===== src/rtl/timer_bank.sv =====
// timer_bank: a bank of independent up-counting timer channels.
// Each channel keeps a shadow (period, mode) pair written by the config port.
// It also keeps an active pair that is used for counting. The active pair is
// loaded from the shadow pair on start, on retrigger and on every periodic wrap.
// Because of this, a config write never disturbs a count that is in progress.
module timer_bank #(
  parameter int NCH            = 4,
  parameter int WIDTH          = 16,
  parameter int DEFAULT_PERIOD = 1000,
  localparam int CHW           = (NCH > 1) ? $clog2(NCH) : 1
) (
  input  logic                 i_clk,
  input  logic                 i_rst,
  input  logic                 i_cfg_we,
  input  logic [CHW-1:0]       i_cfg_ch,
  input  logic [WIDTH-1:0]     i_cfg_period,
  input  logic                 i_cfg_oneshot,
  input  logic [NCH-1:0]       i_start,
  input  logic [NCH-1:0]       i_stop,
  input  logic [NCH-1:0]       i_clr,
  output logic [NCH-1:0]       o_tick,
  output logic [NCH-1:0]       o_flag,
  output logic [NCH-1:0]       o_busy,
  output logic [NCH*WIDTH-1:0] o_count
);

  typedef enum logic {
    IDLE = 1'b0,
    RUN  = 1'b1
  } state_t;

  localparam logic [WIDTH-1:0] RESET_PERIOD = WIDTH'(DEFAULT_PERIOD);

  for (genvar c = 0; c < NCH; c++) begin : g_ch
    state_t           state;
    logic [WIDTH-1:0] shadow_period;
    logic             shadow_oneshot;
    logic [WIDTH-1:0] active_period;
    logic             active_oneshot;
    logic [WIDTH-1:0] count;
    logic             tick_q;
    logic             flag_q;

    logic             cfg_hit;
    logic [WIDTH-1:0] next_shadow_period;
    logic             next_shadow_oneshot;
    logic [WIDTH-1:0] eff_period;
    logic             terminal;
    logic             tick_next;

    // Decode the config write for this channel, the write-through shadow value, and the terminal-count condition
    always_comb begin
      cfg_hit             = i_cfg_we && (i_cfg_ch == CHW'(c));
      next_shadow_period  = cfg_hit ? i_cfg_period  : shadow_period;
      next_shadow_oneshot = cfg_hit ? i_cfg_oneshot : shadow_oneshot;
      eff_period          = (active_period == '0) ? WIDTH'(1) : active_period;
      terminal            = (state == RUN) && (count == (eff_period - WIDTH'(1)));
      tick_next           = terminal && !i_stop[c] && !i_start[c];
    end

    // Channel state machine: stop beats start, start beats the terminal tick, and reset beats everything
    always_ff @(posedge i_clk) begin
      if (i_rst) begin
        state          <= IDLE;
        shadow_period  <= RESET_PERIOD;
        shadow_oneshot <= 1'b0;
        active_period  <= RESET_PERIOD;
        active_oneshot <= 1'b0;
        count          <= '0;
        tick_q         <= 1'b0;
        flag_q         <= 1'b0;
      end else begin
        shadow_period  <= next_shadow_period;
        shadow_oneshot <= next_shadow_oneshot;
        tick_q         <= tick_next;
        flag_q         <= tick_next | (flag_q & ~i_clr[c]);
        if (i_stop[c]) begin
          state <= IDLE;
          count <= '0;
        end else if (i_start[c]) begin
          state          <= RUN;
          count          <= '0;
          active_period  <= next_shadow_period;
          active_oneshot <= next_shadow_oneshot;
        end else if (state == RUN) begin
          if (terminal) begin
            count <= '0;
            if (active_oneshot) begin
              state <= IDLE;
            end else begin
              active_period  <= next_shadow_period;
              active_oneshot <= next_shadow_oneshot;
            end
          end else begin
            count <= count + WIDTH'(1);
          end
        end
      end
    end

    assign o_tick[c]                  = tick_q;
    assign o_flag[c]                  = flag_q;
    assign o_busy[c]                  = (state == RUN);
    assign o_count[c*WIDTH +: WIDTH]  = count;
  end

endmodule


===== config.mk =====
export PLATFORM = sky130hd
export DESIGN_NAME = timer_bank
export DESIGN_NICKNAME = d
export VERILOG_FILES = /design/src/rtl/timer_bank.sv
export SDC_FILE = /design/constraint.sdc
export NUM_CORES = 1
export LEC_CHECK = 0
export CAP_MARGIN = 15
export CORE_ASPECT_RATIO = 0.5
export CORE_MARGIN = 5
export CORE_UTILIZATION = 26
export DETAILED_ROUTE_END_ITERATION = 7
export PLACE_DENSITY_LB_ADDON = 0.1
export SYNTH_ARGS = -nofsm -noshare
export SYNTH_HDL_FRONTEND = slang
export SYNTH_SLANG_ARGS = --single-unit

===== constraint.sdc =====
create_clock -name i_clk -period 9.1 [get_ports i_clk]
set_input_delay 1.82 -clock i_clk [delete_from_list [all_inputs] [get_ports i_clk]]
set_output_delay 1.82 -clock i_clk [all_outputs]
set_load 0.02 [all_outputs]

==> impl_results.md <==
* RSZ-0062 raised after global routing: no
* Fmax at between 0.2 and 0.25 GHz
* Clk_skew at 9.91 ps
* Clock period minus worst slack at 4340 ps
* Status: finished, final reports clean
* Htree depth at 1
* Top FF cell, synth: dfxtp_1
* Most frequent CP cell: a221o_1
* Worst Path Required at ~9500 ps
* DRC viols at 0
* Root Driver: clkbuf_16
* Core Rows at 52
* Max-slew violation count at 0
* HP Class: flip-flop to flip-flop
* Area growth syn-to-layout at 20.4%
* CP bufs+invs at 0
* Post-Route WL at 31100 µm
* Synthesized instance count at 1229
* DRT Pass-1 Iters at 5
* Initial antenna violation count at 0
* Post-synth EDFFs at 0
* Hpwl dp at 22300 µm
* CTS Buf Count at 23
* TritonCTS clock tree: built
* Max rail drop VDD at 0.000105 V
* Clk sinks at 212
* Final Wtd Congestion at 0.826
* Crit. End Element: flip-flop
* Core footprint at a little over 40000 µm²
* Most frequent cells after synthesis: 212 x dfxtp_1, 185 x nand2_1, 119 x nor2_1
* Unique masters post-synth at 75
* WL per Instance at 16.8 µm
* Yosys reg bits at 212
* Worst setup path category: flip-flop to flip-flop
* Die area at ~46000 µm²
* Antenna Nets Post-Route at 0
* Initial Util at a little over a quarter
* Vias in the first global route at 8134
* Boundary Pins at 110
* Reg clk slew, reported paths at ~60 ps
* Tot GR Track Use at 13.2%
* Later-pin clock latency in the skew report at 520 ps
* Largest area contributor in the synthesized netlist: dfxtp_1
* Synth warnings at 0
* Final std cells w/o fill at approximately 1800
* Clock Path Buffers at 3
* Post-CTS Setup Bufs at 0
* Sequential fraction of the synthesis area at 39.5%
* Worst-margin pin slew at 1040 ps
* IO buf count at 109
* 1st-iter DRT viols at 440
* Vias at 8553
* Setup TNS after final layout at 0 ps
* Crit Path Max Fanout at 16
* First-pass GRT wire length at 49000 µm
* Final hold violation count at 0
* Die width at 297 µm
* Mapped Area at 10700 µm²
* Share of layout cells above drive strength 1 at 11.5%
* Hold buffers post-CTS at 0
* Crit path max-delay family: simple AND/OR/NAND/NOR gates
* Area fraction of the dominant cell type after synthesis at 39.5%
* DR vias/cell at 4.63
* Largest net degree at the start of global routing at 83
* Top post-synthesis cells by area: dfxtp_1 40%, nand2_1 6.5%, xnor2_1 5.7%
* Tcrit/Tclk final at between 40% and 50%
* # nets final at 1335
* Die H at 154 µm
* Leakage at between 0.004 and 0.005 µW
* Critical Path AT at ~4800 ps
* Peak per-stage delay on the critical path at 650 ps
* PD cells at 160 nW/µm²
* Max-Cap Viols at 0
* Placed instance count at 1807
* Syn Nets at between 1000 and 1500
* Antenna diodes at 0
* Top-count cell post-synth: dfxtp_1
* Critical-path cell list: nor4_2 > and2_1 > a21oi_1 > ha_1 > xnor2_1 > a221o_1 > or3_1 > a221o_1 > nor4b_2 > a41oi_2 > nor2_4 > mux2_2
* Critical path's slowest cell: nor4_2
* Final setup viols at 0
* Post-CTS sizing at 0
* Critical path launch point type: flip-flop
* Gr ovfl total at 0
* Min Hold Slack at between 400 and 500 ps
* Synth async-reset ratio at 0%
* Synthesized area per cell at 8.73 µm²
* Rel. slew slack at 30.3%
[through the flow]
| stage | power, µW | worst slack (ps) | instance area, µm² | utilization (%) |
|---|---|---|---|---|
| floorplan | 1070 | 5290 | 10700 | - |
| global placement | 1120 | 4880 | 12200 | 29.9 |
| detailed placement | 1120 | 4790 | 12200 | 29.9 |
| CTS | 2110 | 4770 | 12900 | 31.8 |
| global route | 2160 | 4440 | 12900 | 31.8 |
| finish | 2070 | 4760 | 12900 | 31.8 |
[power breakdown]
group          leakage, µW  switching [µW]  internal (µW)
clock             0.000381             399            568
sequential         0.00172            18.9            948
combinational      0.00231            79.1           56.5
total              0.00441             497           1570
[area by class of cell]
type                       count  area [µm²]
clock buffer                  31         666
inverter                      19        71.3
sequential                   212        4240
fill                        4266       27700
tap                          540         676
clock inverter                 9         101
multi-input combinational    926        6070
timing repair buffer         111        1100
[routing by layer]
| metal | track usage (%) | share of wire, % |
|---|---|---|
| met1 | 20.2 | 53 |
| met2 | 19.6 | 42 |
| met3 | 2.30 | 3.6 |
| met4 | 2.26 | 1.4 |
| met5 | 0 | 0 |
[worst reg2reg max path: cells and delay by family (launching register included)]
| kind | cells | cell delay [ps] |
|---|---|---|
| AOI/OAI and AO/OA | 4 | 960 |
| adders and majority gates | 1 | 300 |
| DFF | 1 | 380 |
| xor gates and xnor gates | 1 | 120 |
| and+or+nand+nor | 5 | 2070 |
| muxes | 1 | 390 |
[state kept, by name (all words and copies together), names as in the netlist]
register and cells:
g_ch.active_oneshot 4, g_ch.active_period 64, g_ch.count 64, g_ch.flag_q 4
g_ch.shadow_oneshot 4, g_ch.shadow_period 64, g_ch.state 4, g_ch.tick_q 4
[cells in the final DEF, fill, tap and decap left out, drive strengths merged, types with 5 or more instances in the layout]
cell,netlist,final
nand4,18,18
nand4b,6,6
or2,23,23
a31oi,7,7
dfxtp,212,212
nor2,120,120
clkbuf,51,31
nor3,20,20
xnor2,70,70
ha,8,8
nand2,185,185
and3,22,22
o21ai,11,11
or3b,5,5
nor4,23,23
mux2i,14,14
a21oi,63,63
nand3b,29,29
nor4b,8,8
inv,19,19
o41ai,5,5
clkdlybuf4s50,0,108
or3,15,15
clkinv,0,6
o31a,8,8
or4,15,15
nor3b,8,8
xor2,63,63
mux2,58,58
nor2b,41,41
nand3,25,25
[cells by family after synthesis]
family / count (synthesis) / share of synthesized area [%]
flip-flops: 212 / 39.5
AO/OA/AOI/OAI: 134 / 8.56
buffers and inverters: 91 / 3.99
multiplexers: 72 / 7.74
AND/OR/NAND/NOR: 579 / 28.4
XOR/XNOR: 133 / 10.9
adder cells (fa/ha/maj): 8 / 0.933
[worst paths after layout]
kind	to	cells past startpoint	from	slack (ps)
min	g_ch[2].shadow_period[4]$_SDFF_PP0_	2	g_ch[2].shadow_period[4]$_SDFF_PP0_	460
max	g_ch[3].active_period[2]$_SDFFE_PP0P_	12	g_ch[3].active_period[4]$_SDFFE_PP0P_	4760
max reg2reg	g_ch[3].active_period[2]$_SDFFE_PP0P_	12	g_ch[3].active_period[4]$_SDFFE_PP0P_	4760
min reg2reg	g_ch[2].shadow_period[4]$_SDFF_PP0_	2	g_ch[2].shadow_period[4]$_SDFF_PP0_	460
Note: power is estimated with default switching activity, not from simulation.
